**config.mk**
```make
export PLATFORM = sky130hd
export DESIGN_NAME = lap_stop_watch
export DESIGN_NICKNAME = d
export VERILOG_FILES = /design/src/rtl/lap_stop_watch_pkg.sv /design/src/rtl/lap_stop_watch_bcd_digit.sv /design/src/rtl/lap_stop_watch.sv
export SDC_FILE = /design/constraint.sdc
export NUM_CORES = 1
export LEC_CHECK = 0
export ABC_AREA = 1
export CAP_MARGIN = 10
export CORE_MARGIN = 2
export CORE_UTILIZATION = 43
export CTS_CLUSTER_SIZE = 10
export DETAILED_ROUTE_END_ITERATION = 10
export PLACE_DENSITY_LB_ADDON = 0.15
export SLEW_MARGIN = 20
export SYNTH_ARGS = -nofsm -noshare
export SYNTH_HDL_FRONTEND = slang
export SYNTH_SLANG_ARGS = --single-unit
```
**constraint.sdc**
```tcl
create_clock -name clk -period 2.8 [get_ports clk]
set_clock_uncertainty 0.15 [all_clocks]
set_input_delay 0.28 -clock clk [delete_from_list [all_inputs] [get_ports clk]]
set_output_delay 0.28 -clock clk [all_outputs]
set_load 0.02 [all_outputs]
```
**src/rtl/lap_stop_watch_pkg.sv**
```systemverilog
// Shared constants for the lap stopwatch.
// Holds the digit limits, the digit index map (LSB first) and the helpers
// that derive the total count width and the per-digit limit.
package lap_stop_watch_pkg;

    localparam int DIG_MAX      = 9;  // tenths, seconds units, minute digits
    localparam int SEC_TENS_MAX = 5;  // seconds tens

    localparam int IDX_TENTHS = 0;
    localparam int IDX_SEC_U  = 1;
    localparam int IDX_SEC_T  = 2;
    localparam int IDX_MIN0   = 3;

    // Total BCD count width: three sub-minute digits plus the minute digits.
    function automatic int count_w(input int n_min);
        return 4 * (n_min + 3);
    endfunction

    // Largest value a digit at position idx may hold.
    function automatic int digit_max(input int idx);
        return (idx == IDX_SEC_T) ? SEC_TENS_MAX : DIG_MAX;
    endfunction

endpackage

```
**src/rtl/lap_stop_watch_bcd_digit.sv**
```systemverilog
// One BCD digit of the stopwatch count.
// Ports:
//   clk_i, rst_ni   clock, async active-low reset
//   clr_i           synchronous clear (highest priority)
//   load_i          synchronous load of load_val_i, clamped to MAXV
//   load_val_i      preset value for this digit
//   up_i, dn_i      step direction for the whole counter (at most one high)
//   cin_i           carry/borrow in: this digit steps only when set
//   q_o             digit value
//   cout_o          carry/borrow out to the next digit (wrap in progress)
module bcd_digit #(
    parameter int MAXV = 9
) (
    input  logic       clk_i,
    input  logic       rst_ni,
    input  logic       clr_i,
    input  logic       load_i,
    input  logic [3:0] load_val_i,
    input  logic       up_i,
    input  logic       dn_i,
    input  logic       cin_i,
    output logic [3:0] q_o,
    output logic       cout_o
);

    localparam logic [3:0] MAXQ = 4'(MAXV);

    logic [3:0] q_q;
    logic [3:0] q_d;

    always_comb begin
        q_d = q_q;
        if (clr_i) begin
            q_d = '0;
        end else if (load_i) begin
            q_d = (load_val_i > MAXQ) ? MAXQ : load_val_i;
        end else if (cin_i && up_i) begin
            q_d = (q_q == MAXQ) ? 4'd0 : q_q + 4'd1;
        end else if (cin_i && dn_i) begin
            q_d = (q_q == 4'd0) ? MAXQ : q_q - 4'd1;
        end
    end

    always_ff @(posedge clk_i or negedge rst_ni) begin
        if (!rst_ni) q_q <= '0;
        else         q_q <= q_d;
    end

    assign q_o    = q_q;
    assign cout_o = cin_i && ((up_i && (q_q == MAXQ)) || (dn_i && (q_q == 4'd0)));

endmodule

```
**src/rtl/lap_stop_watch.sv**
```systemverilog
// BCD up/down stopwatch with lap hold, preset load and expire pulse.
// Ports:
//   clk, reset_n     clock, async active-low reset
//   clr              synchronous clear of count, lap, prescaler, expire
//   go / back        count up / count down (go wins) while held
//   load, preset     load preset (digits clamped) while idle
//   lap              toggle lap hold; capture count when entering hold
//   count            live BCD count, digits LSB first: tenths, s, 10s, minutes
//   disp             lap register while lap_active, else count
//   lap_active       lap hold in effect
//   at_max / at_zero count at all-9s.59.9 / zero
//   expire           one-cycle pulse after a down step lands on zero
module lap_stop_watch
    import lap_stop_watch_pkg::*;
#(
    parameter  int DVSR  = 10000000,
    parameter  int N_MIN = 1,
    localparam int W     = count_w(N_MIN)
) (
    input  logic         clk,
    input  logic         reset_n,
    input  logic         clr,
    input  logic         go,
    input  logic         back,
    input  logic         load,
    input  logic [W-1:0] preset,
    input  logic         lap,
    output logic [W-1:0] count,
    output logic [W-1:0] disp,
    output logic         lap_active,
    output logic         at_max,
    output logic         at_zero,
    output logic         expire
);

    localparam int ND = N_MIN + 3;
    localparam int PW = (DVSR > 1) ? $clog2(DVSR) : 1;
    localparam logic [PW-1:0] PRE_LAST = PW'(DVSR - 1);

    logic [PW-1:0] pre_q;
    logic [W-1:0]  lap_q;
    logic          lap_active_q;
    logic          expire_q;

    logic          run, tick, load_acc, up_en, dn_en;
    logic [ND:0]   carry;
    logic [ND-1:0] dig_max;
    logic          unused_carry;

    assign run      = go | back;
    assign tick     = run && (pre_q == PRE_LAST);
    assign load_acc = load && !clr && !run;
    // Saturating: no step is issued at the end stops, so no wrap ever starts.
    assign up_en    = !clr && tick && go && !at_max;
    assign dn_en    = !clr && tick && !go && back && !at_zero;

    assign carry[0]     = 1'b1;
    assign unused_carry = carry[ND];

    for (genvar i = 0; i < ND; i++) begin : g_dig
        bcd_digit #(.MAXV(digit_max(i))) u_dig (
            .clk_i      (clk),
            .rst_ni     (reset_n),
            .clr_i      (clr),
            .load_i     (load_acc),
            .load_val_i (preset[4*i +: 4]),
            .up_i       (up_en),
            .dn_i       (dn_en),
            .cin_i      (carry[i]),
            .q_o        (count[4*i +: 4]),
            .cout_o     (carry[i+1])
        );
        assign dig_max[i] = (count[4*i +: 4] == 4'(digit_max(i)));
    end

    always_ff @(posedge clk or negedge reset_n) begin
        if (!reset_n) begin
            pre_q        <= '0;
            lap_q        <= '0;
            lap_active_q <= 1'b0;
            expire_q     <= 1'b0;
        end else if (clr) begin
            pre_q        <= '0;
            lap_q        <= '0;
            lap_active_q <= 1'b0;
            expire_q     <= 1'b0;
        end else begin
            if (load_acc)  pre_q <= '0;
            else if (tick) pre_q <= '0;
            else if (run)  pre_q <= pre_q + 1'b1;

            // Captures the pre-step count when lap and tick coincide.
            if (lap) begin
                if (!lap_active_q) begin
                    lap_q        <= count;
                    lap_active_q <= 1'b1;
                end else begin
                    lap_active_q <= 1'b0;
                end
            end

            // Only a down step from exactly 0...0.1 lands on zero.
            expire_q <= dn_en && (count == W'(1));
        end
    end

    assign at_max     = &dig_max;
    assign at_zero    = (count == '0);
    assign lap_active = lap_active_q;
    assign disp       = lap_active_q ? lap_q : count;
    assign expire     = expire_q;

endmodule

```
==> reports/results.ini, run 1 <==
[floorplanning]
start_util_pct = 44.4
core-area_um2 = 9240
fp.dieW_um = 102
ios = 59
die_h_um = 102
rows = 35
die_area_um2 = 10300

[layout]
fillers = 884
final_common_cell = nand2_1
final_cell_mix = 151 x nand2_1, 68 x nand3_1, 58 x inv_1, 58 x dfrtp_1, 56 x clkdlybuf4s50_1
layout.nets = 694
diodes = 0
design_area_um2 = 5100
postLayoutCoreUtil_pct = 55.2
layout-drive-gt1-share_pct = 11.6
areaGrowthSynthToFinish_pct = 24.4

[timing]
slew_headroom_pct = 53.9
max_freq_mhz = 374
setup-violations-final = 0
tightest_slew_ns = 0.691
post-route-period-util_pct = 95.4
rsz0062_at_grt = no
hold_violations = 0
final.setup.tns_ns = 0
maxSlewViolCount = 0
final.min_clock_period_ns = 2.67

[setup_path]
cp.arrival_ns = 2.24
crit_type = reg2out
crit_slowest_cell = clkdlybuf4s50_1
crit_path_frequent_cell = inv_2
path_buf_inv = 5
cp_top_family = buffers and inverters
cp-start-kind = flop
end_kind = output port
critPathMaxStageDelay_ns = 0.61
cp.required_ns = 2.37
worstPathCellList = inv_1 > buf_4 > ha_1 > nand3_2 > inv_2 > nand3_1 > inv_2 > clkdlybuf4s50_1
path_max_fanout = 5

[synth]
synth_top_area_cell = dfrtp_1
ys_seq_area_share_pct = 35.4
ys_warn_count = 0
synth.top_cell.area_share_pct = 35.4
syn_inst = 586
syn_nets = 622
synth.avg_cell_area_um2 = 6.99
synth_area_leaders = dfrtp_1 35%, nand2_1 14%, nand3_1 8.3%
ys_types = 36
ys_seq_elements = 58
synth_area_um2 = 4100

[clocking]
htreeDepth = 3
clk_path_buf_depth = 2
numCtsBuffers = 9
clk_latency_ns = 0.34
cts_tree = done
clock-sinks = 58
root_buffer = clkbuf_8
path_clk_slew_ns = 0.07

[detailed_routing]
drt-initial-drc-count = 267
viasPerCell = 5.20
routed_wl_mm = 11.2
dr.pass1.iters = 6
ant_nets = 0
post_drt_wl_per_cell_um = 14.2
route.detailed.drc = 0
vias = 4121

[power]
p_comb_share_pct = 38.4
switchingPower_mw = 1.15
clkPwrFrac_pct = 27.2
seqPwrFrac_pct = 34.3
ir_worst_vdd_mv = 0.331
power_density_nw_per_um2 = 579
p_sw_share_pct = 39.0
leakage_nw = 2.45
internal_power_mw = 1.80

[placement]
post-dp-hpwl_mm = 8.54
port_buffers = 58
gp_congestion = 0.918
placed_area_um2 = 4890

[grt]
use_met1_pct = 34.7
antenna_found_initial = 0
busiest_layer = met1
grt_pass1_vias = 3854
use_met2_pct = 32.6
overflow = 0
grtUsageMet3_pct = 3.66
grt_util_all_layers_pct = 22.9
grt_max_degree = 26
grt_pass1_wl_mm = 18.6

[worst_hold_path]
hp-class = in2async

[outcome]
run_status = complete, no violations

[job]
drv_cap = 0

-- cells by family after synthesis --
family	Yosys count	synth area share (%)
AO/OA/AOI/OAI	92	12.2
XOR/XNOR	9	1.92
adder cells (fa/ha/maj)	13	3.97
buffers and inverters	81	7.48
flip-flops	58	35.4
AND/OR/NAND/NOR	333	39.0
-- state kept, by name (all words and copies together), names as in the netlist --
register and flops:
lap_active 1, g_dig.u_dig.q_o 16, expire 1, lap_q 16
pre_q 24
-- per-layer routing --
metal / share of wire [%] / vias to the layer above
met5: 0 / -
met4: 1.7 / 0
met1: 51 / 1916
met2: 43 / 123
li1: - / 2066
met3: 4.8 / 16
-- cells in the mapped netlist --
cell       instances
xor2_1             7
o2111ai_1          2
xnor2_1            2
inv_2             10
nand3_2            2
nor3_1            15
o21a_1             4
o311ai_0           1
nor3_2             3
nor2_8             2
nand4_1            4
nor2_2             3
a31oi_1            3
nand2_1          151
o21ai_0           45
clkbuf_1          11
inv_4              1
nor4_1             5
a21oi_2            1
a21oi_1           30
nand2_4            5
nand2_2           10
ha_1              13
nand3_4            1
o21ai_1            2
nand4_2            1
nand3b_1           2
nor2_4             7
clkinv_1           1
o211ai_1           4
inv_1             58
and3_1             1
dfrtp_1           58
nor2_1            51
or2_2              2
nand3_1           68
-- through the flow --
step	std cells	setup WS [ns]	total power, mW	hold WS, ns
6_report	792	0.128	2.95	0.252
5_1_grt	792	0.00184	3.14	0.296
4_1_cts	792	0.125	2.97	0.254
3_5_place_dp	775	0.162	2.15	0.0938
3_3_place_gp	775	0.257	2.14	0.0864
2_1_floorplan	586	0.593	1.68	-0.166
-- what timing repair did --
action | in CTS | in global routing
endpoints found under the setup margin | 1 | 0
buffers inserted | 0 | 0
resized for setup | 1 | 0
hold endpoints to repair | 17 | 0
hold buffers | 1 | 0
-- power groups by stage --
| stage | sequential [mW] | clock, mW | combinational, mW |
|---|---|---|---|
| after floorplan | 1.07 | 0 | 0.607 |
| after global placement | 1.03 | 0 | 1.12 |
| after detailed placement | 1.03 | 0 | 1.12 |
| after CTS | 1.01 | 0.823 | 1.13 |
| after global routing | 1.03 | 0.861 | 1.25 |
| final | 1.01 | 0.804 | 1.13 |
-- final cells by class --
| class | instances | area [µm²] | share of cell area, % |
|---|---|---|---|
| Multi-Input combinational cell | 447 | 2340 | 46.0 |
| Timing Repair Buffer | 72 | 682 | 13.4 |
| Clock inverter | 4 | 51.3 | 1.01 |
| Tap cell | 129 | 161 | 3.16 |
| Clock buffer | 12 | 145 | 2.85 |
| Inverter | 70 | 265 | 5.20 |
| Sequential cell | 58 | 1450 | 28.5 |
-- final timing paths --
check	from	endpoint	slack (ns)	cells past startpoint
max in group asynchronous	reset_n	g_dig[3].u_dig.q_o[0]	1.59	3
max	g_dig[1].u_dig.q_o[1]	at_max	0.13	8
min reg2reg	lap_q[9]	lap_q[9]	0.36	2
max reg2reg	g_dig[0].u_dig.q_o[0]	g_dig[2].u_dig.q_o[2]	0.26	15
min	reset_n	pre_q[22]	0.25	2
min in group clk	lap_q[9]	lap_q[9]	0.36	2
Note: power is estimated with default switching activity, not from simulation.
==> run 2, diff against run 1 <==
==> constraint.sdc (replaced) <==
create_clock -name clk -period 2.8 [get_ports clk]
set_clock_uncertainty 0.15 [all_clocks]
set_input_delay 0.56 -clock clk [delete_from_list [all_inputs] [get_ports clk]]
set_output_delay 0.56 -clock clk [all_outputs]
set_load 0.02 [all_outputs]
==> run 2 against run 1 <==
  * Cell area up 2.8%
  * Fmax down 2.8%
  * Total power up 1.6%
  * Global-route usage up 0.64 points
  * Setup slack worse by 0.078 ns
  * Final cell count up 2.5%
  * Non-clock buffer count up 20
  * Flip-flop and latch count unchanged
  * Critical path depth down 5
  * Largest power group unchanged
  * Sequential share of layout area down 0.77 points
==> reports/results.ini, run 2 (same netlist as run 1, synthesis figures left out) <==
[outcome]
run_status = complete, no violations

[detailed_routing]
routed_wl_mm = 11.4  ; +1.7%
drt-initial-drc-count = 228  ; -15%
route.detailed.drc = 0  ; unchanged
viasPerCell = 5.16  ; -0.78%
ant_nets = 0  ; unchanged
post_drt_wl_per_cell_um = 14.0  ; -0.83%
vias = 4192  ; +1.7%
dr.pass1.iters = 4  ; -2

[setup_path]
cp-start-kind = flop
crit_type = reg2out
cp.arrival_ns = 2.04  ; -0.20 ns
end_kind = output port
worstSetupStartpoint = lap_active
path_max_fanout = 10  ; +5
r2r-start = g_dig[0].u_dig.q_o[0]
cp.required_ns = 2.09  ; -0.28 ns

[floorplanning]
die_area_um2 = 10300  ; unchanged
core-area_um2 = 9240  ; unchanged
fp.dieW_um = 102  ; unchanged
ios = 59  ; unchanged
rows = 35  ; unchanged
die_h_um = 102  ; unchanged
start_util_pct = 44.4  ; unchanged

[layout]
fillers = 872  ; -1.4%
areaGrowthSynthToFinish_pct = 27.9
final_cell_mix = 151 x nand2_1, 68 x nand3_1, 58 x inv_1, 58 x dfrtp_1, 53 x clkdlybuf4s50_1
regMostFlops = pre_q
layout-drive-gt1-share_pct = 14.8  ; +3.2 points
multiInputGateArea_um2 = 2350  ; +0.21%
layout.nets = 714  ; +2.9%
largest_reg_flops = 24  ; unchanged
seq_area_um2 = 1450  ; unchanged
diodes = 0  ; unchanged
final_common_cell = nand2_1

[timing]
max_freq_mhz = 364  ; -2.8%
final.setup.tns_ns = 0  ; unchanged
setup-violations-final = 0  ; unchanged
tightest_slew_ns = 0.671  ; -0.0197 ns
post-route-period-util_pct = 98.2  ; +2.8 points
slew_headroom_pct = 55.2  ; +1.3 points
maxSlewViolCount = 0  ; unchanged
holdWs_ns = 0.0675  ; -0.185 ns
hold_violations = 0  ; unchanged
rsz0062_at_grt = no
final.min_clock_period_ns = 2.75  ; +0.0775 ns

[grt]
grt_max_degree = 25  ; -3.8%
antenna_found_initial = 0  ; unchanged
grtUsageMet3_pct = 3.52  ; -0.14 points
overflow = 0  ; unchanged
grt_pass1_vias = 3937  ; +2.2%
use_met1_pct = 36.4  ; +1.7 points
use_met2_pct = 34.0  ; +1.4 points
grt_util_all_layers_pct = 23.5  ; +0.64 points
grt_pass1_wl_mm = 19.1  ; +2.9%
busiest_layer = met1

[clocking]
numCtsBuffers = 9  ; unchanged
path_clk_slew_ns = 0.07  ; about the same
clk_latency_ns = 0.34  ; about the same
htreeDepth = 3  ; unchanged
clk_path_buf_depth = 2  ; unchanged
cts_tree = done
clock-sinks = 58  ; unchanged
cts_hold_buffers = 0  ; -1
root_buffer = clkbuf_8

[job]
drv_cap = 0  ; unchanged

[power]
seqPwrFrac_pct = 32.7  ; -1.6 points
internal_power_mw = 1.84  ; +2.3%
switchingPower_mw = 1.16  ; +0.69%
power_density_nw_per_um2 = 573  ; -1.1%
p_comb_share_pct = 41.9  ; +3.5 points
leakage_nw = 2.59  ; +5.5%
clkPwrFrac_pct = 25.4  ; -1.8 points
ir_worst_vdd_mv = 0.320  ; -3.5%
p_sw_share_pct = 38.6  ; -0.37 points

[worst_hold_path]
hp-class = in2async

[placement]
gp_congestion = 1.01  ; +10%
port_buffers = 58  ; unchanged
post-dp-hpwl_mm = 8.80  ; +3.0%

==> run 2: changes by cell type in the layout (fill, tap and decap cells not counted), sizes merged <==
| cell | previous run | this run |
|---|---|---|
| dlymetal6s2s | 0 | 2 |
| dlygate4sd3 | 1 | 0 |
| buf | 14 | 35 |
| clkinv | 3 | 5 |
| clkbuf | 12 | 11 |
| clkdlybuf4s50 | 56 | 53 |
==> run 2: power groups by stage <==
stage | sequential (mW) | combinational [mW] | clock (mW)
after floorplan | 1.07 | 0.607 | 0
after global placement | 0.993 | 1.24 | 0
after detailed placement | 0.995 | 1.24 | 0
after CTS | 0.981 | 1.25 | 0.774
after global routing | 0.995 | 1.39 | 0.814
final | 0.981 | 1.26 | 0.763
==> run 2: final cells by class <==
cell class	count	area share, %
tap	129	3.08
timing repair buffer	92	15.8
clock inverter	6	1.10
clock buffer	10	2.43
sequential	58	27.7
inverter	70	5.06
multi-input combinational	447	44.8
==> run 2: what timing repair did <==
| item | in CTS | in global routing |
|---|---|---|
| endpoints found under the hold margin | 0 | 0 |
| buffers inserted | 0 | 0 |
| resized for setup | 2 | 7 |
| setup endpoints to repair | 2 | 4 |
==> run 2: worst max-delay path, stage by stage (launching register included) <==
cell,delay (ns)
dfrtp_1,0.48
buf_4,0.21
o21ai_0,0.33
clkdlybuf4s50_1,0.68
==> run 2: final timing paths <==
check,slack (ns),to,depth (start not counted)
min in group clk,0.36,lap_q[0],2
min,0.07,pre_q[18],1
max in group asynchronous,1.74,expire,2
max reg2reg,0.43,g_dig[3].u_dig.q_o[0],14
max,0.05,disp[6],3
min reg2reg,0.36,lap_q[0],2
==> run 2: per-layer routing <==
metal  routed length, µm  part of all wire [%]  vias up
li1                    -                     -     2102
met1                5870                    51     1941
met2                4770                    42      133
met3                 621                   5.4       16
met4                 145                   1.3        0
met5                   0                     0        -
==> run 2: metrics by stage <==
stage / setup WS (ns) / total power [mW] / utilization (%) / cells / cell area [µm²]
floorplan: 0.357 / 1.68 / - / 586 / 4100
global placement: 0.0732 / 2.23 / 54.7 / 796 / 5050
detailed placement: 0.00896 / 2.24 / 54.7 / 796 / 5050
CTS: 0.0151 / 3.00 / 56.6 / 812 / 5230
global route: 0.000125 / 3.20 / 56.7 / 812 / 5240
finish: 0.0509 / 3.00 / 56.7 / 812 / 5240
